**config.mk**
```make
export PLATFORM = sky130hd
export DESIGN_NAME = click_rr_arb_flat
export DESIGN_NICKNAME = d
export VERILOG_FILES = /design/src/rtl/click_rr_arb_if.sv /design/src/rtl/click_rr_arb.sv /design/src/flat_wrapper.sv
export SDC_FILE = /design/constraint.sdc
export NUM_CORES = 1
export LEC_CHECK = 0
export BUFFER_PORTS_ARGS = -buffer_cell sky130_fd_sc_hd__buf_4
export CAP_MARGIN = 20
export CORE_ASPECT_RATIO = 0.6
export CORE_UTILIZATION = 33
export CTS_BUF_LIST = sky130_fd_sc_hd__clkbuf_16
export DETAILED_ROUTE_END_ITERATION = 8
export PLACE_DENSITY = 0.55
export SYNTH_ARGS = -nofsm -noshare
export SYNTH_HDL_FRONTEND = slang
export SYNTH_SLANG_ARGS = --single-unit
export TNS_END_PERCENT = 1
```
**constraint.sdc**
```tcl
create_clock -name clk -period 4 [get_ports clk]
set_clock_uncertainty 0.05 [all_clocks]
set_input_delay 0.8 -clock clk [delete_from_list [all_inputs] [get_ports clk]]
set_output_delay 0.8 -clock clk [all_outputs]
set_load 0.02 [all_outputs]
```
**src/rtl/click_rr_arb_if.sv**
```systemverilog
// Handshake bundle between the round-robin arbiter, its requesters and the downstream click buffer.
// master is the arbiter side; slave is the environment (requesters plus downstream stage).
interface click_rr_arb_if #(
   parameter int unsigned NREQ = 4,
   parameter int unsigned DW   = 2,
   parameter int unsigned IW   = 2
);
   logic [NREQ-1:0]    in_req;
   logic [NREQ-1:0]    in_ack;
   logic [NREQ*DW-1:0] in_data;
   logic               out_req;
   logic               out_ack;
   logic [DW-1:0]      out_data;
   logic [IW-1:0]      grant_id;
   logic               busy;
   logic [7:0]         xfer_cnt;
   logic               err;

   modport master (
      input  in_req, in_data, out_ack,
      output in_ack, out_req, out_data, grant_id, busy, xfer_cnt, err
   );

   modport slave (
      output in_req, in_data, out_ack,
      input  in_ack, out_req, out_data, grant_id, busy, xfer_cnt, err
   );
endinterface

```
**src/rtl/click_rr_arb.sv**
```systemverilog
// Round-robin arbiter serialising NREQ two-phase requesters onto one two-phase downstream channel.
// A grant toggles out_req; the matching out_ack toggles the winner's in_ack and advances the pointer.
module click_rr_arb #(
   parameter int unsigned NREQ = 4,
   parameter int unsigned DW   = 2,
   parameter int unsigned IW   = 2
) (
   input  logic           clk,
   input  logic           reset,
   click_rr_arb_if.master bus
);
   localparam int unsigned CW = 8;

   typedef enum logic {IDLE, WAIT} state_e;

   state_e            state_q, state_d;
   logic [NREQ-1:0]   in_ack_q, in_ack_d;
   logic              out_req_q, out_req_d;
   logic [DW-1:0]     out_data_q, out_data_d;
   logic [IW-1:0]     grant_q, grant_d;
   logic [IW-1:0]     ptr_q, ptr_d;
   logic              busy_q, busy_d;
   logic [CW-1:0]     xfer_cnt_q, xfer_cnt_d;
   logic              err_q, err_d;

   logic [NREQ-1:0]   pending;
   logic [DW-1:0]     data_arr [NREQ];
   logic              found;
   logic [IW-1:0]     win;
   logic [IW-1:0]     grant_nxt;

   assign pending = bus.in_req ^ in_ack_q;

   always_comb begin : unpack_data
      for (int i = 0; i < int'(NREQ); i++) begin
         data_arr[i] = bus.in_data[i*DW +: DW];
      end
   end

   // First pending channel scanning upward from ptr, wrapping at NREQ-1.
   always_comb begin : rr_pick
      int unsigned idx;
      found = 1'b0;
      win   = '0;
      idx   = 0;
      for (int unsigned k = 0; k < NREQ; k++) begin
         idx = 32'(ptr_q) + k;
         if (idx >= NREQ) begin
            idx = idx - NREQ;
         end
         if (!found && pending[IW'(idx)]) begin
            found = 1'b1;
            win   = IW'(idx);
         end
      end
   end

   assign grant_nxt = (grant_q == IW'(NREQ - 1)) ? '0 : grant_q + 1'b1;

   always_comb begin : fsm_next
      state_d    = state_q;
      in_ack_d   = in_ack_q;
      out_req_d  = out_req_q;
      out_data_d = out_data_q;
      grant_d    = grant_q;
      ptr_d      = ptr_q;
      xfer_cnt_d = xfer_cnt_q;
      err_d      = err_q;

      case (state_q)
         IDLE: begin
            // A downstream ack with no outstanding request is a protocol error.
            if (bus.out_ack != out_req_q) begin
               err_d = 1'b1;
            end
            if (found) begin
               out_data_d = data_arr[win];
               grant_d    = win;
               out_req_d  = ~out_req_q;
               state_d    = WAIT;
            end
         end
         WAIT: begin
            if (bus.out_ack == out_req_q) begin
               in_ack_d[grant_q] = ~in_ack_q[grant_q];
               ptr_d             = grant_nxt;
               xfer_cnt_d        = xfer_cnt_q + 1'b1;
               state_d           = IDLE;
            end
         end
         default: state_d = IDLE;
      endcase

      busy_d = (state_d == WAIT);
   end

   always_ff @(posedge clk) begin : regs
      if (reset) begin
         state_q    <= IDLE;
         in_ack_q   <= '0;
         out_req_q  <= 1'b0;
         out_data_q <= '0;
         grant_q    <= '0;
         ptr_q      <= '0;
         busy_q     <= 1'b0;
         xfer_cnt_q <= '0;
         err_q      <= 1'b0;
      end else begin
         state_q    <= state_d;
         in_ack_q   <= in_ack_d;
         out_req_q  <= out_req_d;
         out_data_q <= out_data_d;
         grant_q    <= grant_d;
         ptr_q      <= ptr_d;
         busy_q     <= busy_d;
         xfer_cnt_q <= xfer_cnt_d;
         err_q      <= err_d;
      end
   end

   assign bus.in_ack   = in_ack_q;
   assign bus.out_req  = out_req_q;
   assign bus.out_data = out_data_q;
   assign bus.grant_id = grant_q;
   assign bus.busy     = busy_q;
   assign bus.xfer_cnt = xfer_cnt_q;
   assign bus.err      = err_q;
endmodule

```
**src/flat_wrapper.sv**
```systemverilog
// flat-port wrapper written by rule: the top's interface ports become plain ports
module click_rr_arb_flat 
#(
   parameter int unsigned NREQ = 4,
   parameter int unsigned DW   = 2,
   parameter int unsigned IW   = 2
)
  (clk, reset, bus_in_req, bus_in_data, bus_out_ack, bus_in_ack, bus_out_req, bus_out_data, bus_grant_id, bus_busy, bus_xfer_cnt, bus_err);
  click_rr_arb_if #(.NREQ(NREQ), .DW(DW), .IW(IW)) bus_i ();
  input  logic clk;
  input  logic reset;
  input wire logic [$bits(bus_i.in_req)-1:0] bus_in_req;
  input wire logic [$bits(bus_i.in_data)-1:0] bus_in_data;
  input wire logic [$bits(bus_i.out_ack)-1:0] bus_out_ack;
  output wire logic [$bits(bus_i.in_ack)-1:0] bus_in_ack;
  output wire logic [$bits(bus_i.out_req)-1:0] bus_out_req;
  output wire logic [$bits(bus_i.out_data)-1:0] bus_out_data;
  output wire logic [$bits(bus_i.grant_id)-1:0] bus_grant_id;
  output wire logic [$bits(bus_i.busy)-1:0] bus_busy;
  output wire logic [$bits(bus_i.xfer_cnt)-1:0] bus_xfer_cnt;
  output wire logic [$bits(bus_i.err)-1:0] bus_err;
  assign bus_i.in_req = bus_in_req;
  assign bus_i.in_data = bus_in_data;
  assign bus_i.out_ack = bus_out_ack;
  assign bus_in_ack = bus_i.in_ack;
  assign bus_out_req = bus_i.out_req;
  assign bus_out_data = bus_i.out_data;
  assign bus_grant_id = bus_i.grant_id;
  assign bus_busy = bus_i.busy;
  assign bus_xfer_cnt = bus_i.xfer_cnt;
  assign bus_err = bus_i.err;
  click_rr_arb #(.NREQ(NREQ), .DW(DW), .IW(IW)) u_core (.clk(clk), .reset(reset), .bus(bus_i));
endmodule
```
==> out/metrics.csv, run 1 <==
metric;value;unit
drc;0;
wirelength;2.87;mm
hp-start;u_core.bus.xfer_cnt[1];
diodes;0;
hold_path.class;reg2reg;
vias;1057;
met1_usage;0.241;
die_y;49.2;um
synth_edf_count;0;
clkSinkCount;21;
cts_buffers;3;
busiest_layer;met1;
setup_slack;1.74;ns
hold_viol;0;
die_w;80.7;um
htreeDepth;1;
finalSetupTns;0;ns
power_density;419;mW/mm^2
portBuffers;33;
cts_resized;0;
synth.most_common_cell;dfxtp_1;
ant_nets;0;
grt_max_degree;23;
start_kind;primary input;
io_pins;34;
p_total;666;uW
clk_latency;0.25;ns
max_clock_freq;0.442;GHz
first_pass_iters;4;
avgSynthCellArea;9.50;sq um
clk_root_buffer_cell;clkbuf_16;
yosysWarnings;0;
drive_gt1_frac;0.284;
run_status;finished clean;
path_max_fanout;18;
grt_pass1_vias;977;
synth-async-reset-ratio;0;
min_path_cells;2;
die_area;0.00397;sq mm
drv_cap;0;
slew_viol_final;0;
r2r_cells;5;
final_core_util;0.467;
grt_first_pass_wirelength;4.89;mm
synth_nets;149;
cts_setup_buffers;0;
critical_path_class;in2reg;
fin_area;0.00159;sq mm
setup_viol;0;
synth_area_leader_cell;dfxtp_1;
worstPathArrival;2.39;ns
row_count;16;
wire_per_inst;13.9;um
gr-usage-met2;0.229;
finalCritPeriodShare;0.566;
yosysTopAreaCellShare;0.343;
ys_seq_area_frac;0.343;
final_nets;183;
worstMarginPinSlew;0.591;ns
holdBufCountCts;0;
synth_flop_cell;dfxtp_1;
antenna_found_initial;0;
hold-path-endpoint;u_core.bus.xfer_cnt[1];
grtUsageMet3;0.0523;
min_period;2.26;ns
reg2reg_setup_slack;2.03;ns
core;0.00340;sq mm
synth_cell_type_count;42;
crit_required;4.13;ns
gp_congestion;0.829;
synthTopCellsByArea;dfxtp_1 (34%), nor2_1 (5.5%), ha_1 (5.1%), xnor2_1 (4.3%), a21oi_1 (4.1%);
critPathCaptureType;register;
clockBufferDepth;2;
ys_ff_latch;21;
first_iter_violations;42;
initial_core_util;0.360;
rr_endpoint;u_core.bus.xfer_cnt[5];
placed_area;0.00151;sq mm
peakVddDrop;279;uV
r2r_start;u_core.bus.out_req;
area_delta_synth_final;29.8;%
cts_tree;done;
place_ws;1.48;ns
syn_area;0.00122;sq mm
rsz0062_at_grt;false;
syn_inst;129;
track_usage;0.160;
dpl.hpwl;2.19;mm
p_leak;0.638;nW
clkTransAtPathRegs;0.05;ns
synth_common_cells;dfxtp_1 (21), nor2_1 (18), a21oi_1 (10), nand2_1 (6), xnor2_1 (6);
overflow;0;
relSlewSlack;0.606;
vias_per_cell;5.11;
-- area by class of cell --
class	instances	area, sq um
fill	341	1810
multi-input combinational	100	772
sequential	21	420
timing repair buffer	33	248
clock buffer	3	75.1
tap	45	56.3
inverter	4	15.0
clock inverter	1	3.75
-- worst max-delay path, cell delays in order --
cell	delay (ns)
buf_4	0.11
xnor2_1	0.22
and2_1	0.55
nand2_1	0.18
or3_1	0.38
a21oi_1	0.14
-- cell families after synthesis --
kind of cell,Yosys count,synth area share
simple gates,42,0.165
compound gates,34,0.227
buf+inv,8,0.0265
flops,21,0.343
xor+xnor,15,0.141
mux,4,0.0460
fa+ha+maj,5,0.0511
-- state kept, by name, summed over array words and instances, names as in the netlist --
name and count:
u_core.bus.grant_id 2, u_core.bus.err 1, u_core.bus.xfer_cnt 8, u_core.bus.out_data 2, u_core.state_q 1, u_core.ptr_q 2, u_core.bus.out_req 1, u_core.bus.in_ack 4
-- cell usage in the layout, fill, tap and decap left out, types with 3 or more instances in the layout --
master      n
a311oi_1    5
nor2_1     18
mux2i_1     3
ha_1        5
buf_4      33
dfxtp_1    21
xnor2_1     6
nand3_1     3
nand2_1     6
inv_1       5
a21oi_1    10
xor2_1      5
clkbuf_16   3
o21ai_0     3
-- power breakdown --
| part | switching, mW | total, mW | internal [mW] |
|---|---|---|---|
| Combinational | 0.113 | 0.205 | 0.0922 |
| Clock | 0.0699 | 0.203 | 0.133 |
| Sequential | 0.0278 | 0.258 | 0.230 |
| Total | 0.211 | 0.666 | 0.455 |
-- metrics by stage --
stage               hold WS [ns]  cells
floorplan                  0.505    129
global placement           0.412    203
detailed placement         0.438    203
CTS                        0.445    207
global route               0.468    207
finish                     0.439    207
-- per-layer routing --
layer / part of all wire / wire length [um]
met5: 0 / 0
met4: 0.0014 / 4
met3: 0.073 / 210
met2: 0.41 / 1160
met1: 0.52 / 1490
-- how the worst max path moves through the flow --
stage	end	depth (start not counted)	startpoint	slack (ns)
after floorplan	u_core.bus.out_data[0]	5	bus_in_req[2]	1.92
after global routing	u_core.bus.xfer_cnt[5]	6	bus_out_ack	1.59
after global placement	u_core.bus.xfer_cnt[5]	6	bus_out_ack	1.58
final	u_core.bus.xfer_cnt[5]	6	bus_out_ack	1.74
after detailed placement	u_core.bus.xfer_cnt[5]	6	bus_out_ack	1.48
after CTS	u_core.bus.xfer_cnt[5]	6	bus_out_ack	1.73
(Power assumes the default switching activity.)
==> run 2: changes to the inputs <==
==> constraint.sdc (replaced) <==
create_clock -name clk -period 2.18 [get_ports clk]
set_clock_uncertainty 0.05 [all_clocks]
set_input_delay 0.436 -clock clk [delete_from_list [all_inputs] [get_ports clk]]
set_output_delay 0.436 -clock clk [all_outputs]
set_load 0.02 [all_outputs]
==> run 2 against run 1 <==
First-iteration DRC count is 9.5% lower. Clock-buffer cell count is the same. Routed wire length rose by 2.9%. Highest routed layer unchanged. Critical endpoint is now u_core.bus.out_data[0].
==> out/metrics.csv, run 2 (synthesis gave the netlist of run 1 again) <==
metric;value;unit;change
run_status;finished clean;;
pwr-share-clk;0.306;;about the same
layout_commonest_cell;buf_4;;
largest_reg_flops;8;;unchanged
place_ws;0.197;ns;-1.28 ns
worstPathArrival;1.98;ns;-0.41 ns
slew_viol_final;0;;unchanged
p_int;845;uW;+86%
combPwrFrac;0.314;;+0.006
fill_cells;331;;-2.9%
gp_congestion;0.798;;-3.7%
relSlewSlack;0.671;;+0.0653
worstMarginPinSlew;0.491;ns;-0.100 ns
rsz0062_at_grt;false;;
cts_setup_buffers;0;;unchanged
holdBufCountCts;0;;unchanged
crit_chain;xor2_2, a211oi_2, o32a_2, a311oi_1, o32ai_1;;
path_max_fanout;6;;-12
multiInputGateArea;772;sq um;unchanged
antenna_found_initial;0;;unchanged
vias;1093;;+3.4%
core;0.00340;sq mm;unchanged
grt_first_pass_wirelength;4.79;mm;-2.0%
cpPeakStageDelay;0.46;ns;-0.09 ns
timing.hold.ws;0.431;ns;-0.00803 ns
p_leak;0.654;nW;+2.4%
die_y;49.2;um;unchanged
initial_core_util;0.360;;unchanged
die_w;80.7;um;unchanged
wire_per_inst;14.1;um;+1.4%
p_switching;397;uW;+89%
finalSetupTns;0;ns;unchanged
drv_cap;0;;unchanged
hold_path.class;reg2reg;;
drive_gt1_frac;0.297;;+0.0130
wirelength;2.95;mm;+2.9%
clk_latency;0.25;ns;about the same
clkSinkCount;21;;unchanged
final_cell_mix;buf_4 (36), dfxtp_1 (21), nor2_1 (18);;
first_iter_violations;38;;-9.5%
critical_path_class;reg2reg;;
max_clock_freq;0.524;GHz;
cts_tree;done;;
die_area;0.00397;sq mm;unchanged
min_period;1.91;ns;
critPathCaptureType;register;;
register_area;420;sq um;unchanged
crit_required;2.25;ns;-1.88 ns
area_delta_synth_final;31.7;%;
start_kind;register;;
seqPwrFrac;0.380;;-0.007
first_pass_iters;4;;unchanged
cts_buffers;3;;unchanged
p_total;1.24;mW;+87%
cts_resized;0;;unchanged
clk_root_buffer_cell;clkbuf_16;;
ant_nets;0;;unchanged
finalCritPeriodShare;0.876;;
portBuffers;33;;unchanged
drc;0;;unchanged
track_usage;0.161;;+0.000666
htreeDepth;1;;unchanged
grt_max_degree;23;;unchanged
io_pins;34;;unchanged
setup_viol;0;;unchanged
critPathSlowestCell;dfxtp_1;;
final_nets;186;;+1.6%
clockBufferDepth;2;;unchanged
hold_viol;0;;unchanged
vias_per_cell;5.20;;+1.9%
clkTransAtPathRegs;0.06;ns;about the same
peakVddDrop;480;uV;+72%
dpl.hpwl;2.24;mm;+2.2%
power_density;770;mW/mm^2;+84%
overflow;0;;unchanged
switching_share;0.320;;+0.00347
setup_slack;0.271;ns;-1.47 ns
row_count;16;;unchanged
grt_pass1_vias;966;;-1.1%
diodes;0;;unchanged
-- run 2: worst paths after layout --
path                            endpoint                 start  slack, ns  cells past startpoint
setup / recovery  u_core.bus.out_data[0]  u_core.bus.in_ack[1]       0.27                      5
hold reg to reg           u_core.bus.err        u_core.bus.err       0.43                      2
hold / removal            u_core.bus.err        u_core.bus.err       0.43                      2
setup reg to reg  u_core.bus.out_data[0]  u_core.bus.in_ack[1]       0.27                      5
-- run 2: cell type report --
class,count,share of cell area
tap,45,0.0349
clock inverter,1,0.00233
timing repair buffer,36,0.168
sequential,21,0.261
clock buffer,3,0.0465
inverter,4,0.00931
multi-input combinational,100,0.479
-- run 2: metrics by stage --
stage               cell area (sq um)   util  cells
detailed placement               1530  0.451    206
global route                     1610  0.474    210
global placement                 1530  0.451    206
floorplan                        1220      -    129
finish                           1610  0.474    210
CTS                              1610  0.474    210
-- run 2: power groups by stage --
stage | Combinational, mW | Clock [mW] | Sequential (mW)
2_1_floorplan | 0.221 | 0 | 0.511
3_3_place_gp | 0.386 | 0 | 0.479
3_5_place_dp | 0.389 | 0 | 0.479
4_1_cts | 0.392 | 0.392 | 0.471
5_1_grt | 0.427 | 0.422 | 0.477
6_report | 0.391 | 0.380 | 0.472
-- run 2: critical path, delay by kind of cell (launching register included) --
kind | cells | cell delay, ns
xor+xnor | 1 | 0.34
compound gates | 4 | 0.92
flops | 1 | 0.46
-- run 2: per-layer routing --
layer	vias to the layer above	share of wire	routed length (um)	GRT usage
li1	546	-	-	-
met1	514	0.53	1560	0.243
met2	31	0.41	1200	0.220
met3	2	0.063	186	0.0579
met4	0	0.0014	4	0.0179
met5	-	0	0	0
==> run 3: changes to the inputs <==
--- a/config.mk
+++ b/config.mk
@@ -7,7 +7,7 @@
 export LEC_CHECK = 0
 export BUFFER_PORTS_ARGS = -buffer_cell sky130_fd_sc_hd__buf_4
 export CAP_MARGIN = 20
-export CORE_ASPECT_RATIO = 0.6
+export CORE_ASPECT_RATIO = 1.25
 export CORE_UTILIZATION = 33
 export CTS_BUF_LIST = sky130_fd_sc_hd__clkbuf_16
 export DETAILED_ROUTE_END_ITERATION = 8
==> constraint.sdc (replaced) <==
create_clock -name clk -period 1.8 [get_ports clk]
set_clock_uncertainty 0.05 [all_clocks]
set_input_delay 0.36 -clock clk [delete_from_list [all_inputs] [get_ports clk]]
set_output_delay 0.36 -clock clk [all_outputs]
set_load 0.02 [all_outputs]
==> run 3 against run 2 <==
Non-clock buffer count increased by 11. Design area increased by 6.1%. Setup slack got worse by 0.16 ns. First-iteration DRC count decreased by 13%. Sequential power up 20%. Core utilization rose by 1.3 points. Final cell count is 2.4% higher. Largest power group unchanged. Highest routed layer unchanged.
==> out/metrics.csv, run 3 (synthesis gave the netlist of run 1 again) <==
metric;value;unit;change
run_status;finished clean;;
clkSinkCount;21;;unchanged
clk_root_buffer_cell;clkbuf_16;;
hold_path.class;in2reg;;
holdBufCountCts;0;;unchanged
crit_start;u_core.bus.in_ack[3];;
rsz0062_at_grt;false;;
track_usage;0.149;;-0.0114
final_core_util;0.487;;+0.0129
vias;1122;;+2.7%
fin_cells;215;;+2.4%
wirelength;2.89;mm;-2.0%
first_pass_iters;4;;unchanged
gp_congestion;0.868;;+8.7%
fin_area;0.00171;sq mm;+6.1%
wire_per_inst;13.5;um;-4.3%
start_kind;register;;
drive_gt1_frac;0.369;;+0.0723
slew_viol_final;0;;unchanged
final_cell_mix;buf_4 (47), nor2_1 (18), dfxtp_1 (18);;
cts_buffers;3;;unchanged
antenna_found_initial;0;;unchanged
clockBufferDepth;2;;unchanged
min_period;1.68;ns;-0.224 ns
first_iter_violations;33;;-13%
layout_commonest_cell;buf_4;;
max_clock_freq;0.594;GHz;+13%
path_max_fanout;9;;+3
power_density;919;mW/mm^2;+19%
htreeDepth;1;;unchanged
core;0.00351;sq mm;+3.2%
critPathCaptureType;register;;
relSlewSlack;0.734;;+0.0632
largest_reg_flops;8;;unchanged
clk_latency;0.25;ns;about the same
setup_viol;0;;unchanged
finalCritPeriodShare;0.936;;+0.0602
cts_tree;done;;
dpl.hpwl;2.21;mm;-1.4%
crit_required;1.89;ns;-0.36 ns
finalSetupTns;0;ns;unchanged
grt_first_pass_wirelength;4.70;mm;-1.9%
ant_nets;0;;unchanged
hp-start;bus_in_data[3];;
fill_cells;345;;+4.2%
final_nets;197;;+5.9%
drc;0;;unchanged
overflow;0;;unchanged
drv_cap;0;;unchanged
die_y;70.1;um;+43%
r2r_start;u_core.bus.in_ack[3];;
worstPathArrival;1.77;ns;-0.21 ns
grt_max_degree;23;;unchanged
io_pins;34;;unchanged
worstMarginPinSlew;0.398;ns;-0.0927 ns
die_area;0.00396;sq mm;-0.16%
clkTransAtPathRegs;0.06;ns;about the same
peakVddDrop;739;uV;+54%
row_count;24;;+8
area_delta_synth_final;39.6;%;
hold_viol;0;;unchanged
initial_core_util;0.349;;-0.0113
p_leak;0.710;nW;+8.6%
grt_pass1_vias;1059;;+9.6%
die_w;56.5;um;-30%
placed_area;0.00160;sq mm;+4.4%
critical_path_class;reg2reg;;
vias_per_cell;5.22;;+0.27%
portBuffers;33;;unchanged
diodes;0;;unchanged
numPlacedInstances;210;;+1.9%
timing.hold.ws;0.342;ns;-0.0887 ns
==> run 3: routing by layer <==
layer,global-route usage,up-vias,part of all wire,wire (um)
met5,0,-,0,0
met4,0.0623,0,0.010,29
li1,-,562,-,-
met1,0.174,534,0.40,1170
met2,0.267,22,0.55,1600
met3,0.0204,4,0.033,95
==> run 3: area by class of cell <==
| type | count | area, sq um | share of cell area |
|---|---|---|---|
| clock inverter | 1 | 5.00 | 0.00293 |
| sequential | 21 | 424 | 0.248 |
| timing repair buffer | 47 | 353 | 0.206 |
| inverter | 4 | 15.0 | 0.00878 |
| clock buffer | 3 | 75.1 | 0.0439 |
| multi-input combinational | 100 | 790 | 0.462 |
| tap | 39 | 48.8 | 0.0285 |
==> run 3: power breakdown <==
part           internal (mW)  leakage (nW)  switching [mW]
sequential             0.513         0.173          0.0553
clock                  0.298        0.0409           0.170
combinational          0.267         0.496           0.269
total                   1.08         0.710           0.494
==> run 3: path summary, 6_finish.rpt <==
check / depth (start not counted) / slack [ns] / to
worst max-delay path: 5 / 0.12 / u_core.bus.out_data[0]
worst min-delay path: 3 / 0.34 / u_core.bus.out_data[1]
worst max register to register: 5 / 0.12 / u_core.bus.out_data[0]
worst min register to register: 2 / 0.44 / u_core.bus.err
==> run 3: what timing repair did <==
action | CTS | global route
setup buffers | 0 | 1
endpoints found under the setup margin | 0 | 2
gates resized for setup | 0 | 5
==> run 3: critical path, stage by stage, from the launching register on <==
cell,delay [ns]
dfxtp_1,0.37
xor2_2,0.36
o221ai_2,0.19
a21o_1,0.24
a211oi_1,0.25
o32ai_1,0.11
==> run 3: through the flow <==
step           worst slack [ns]  power (mW)
4_1_cts                  0.0250        1.57
3_5_place_dp            -0.0514        1.09
2_1_floorplan            0.0152       0.886
3_3_place_gp           -0.00922        1.09
6_report                  0.115        1.57
5_1_grt                 0.00541        1.67
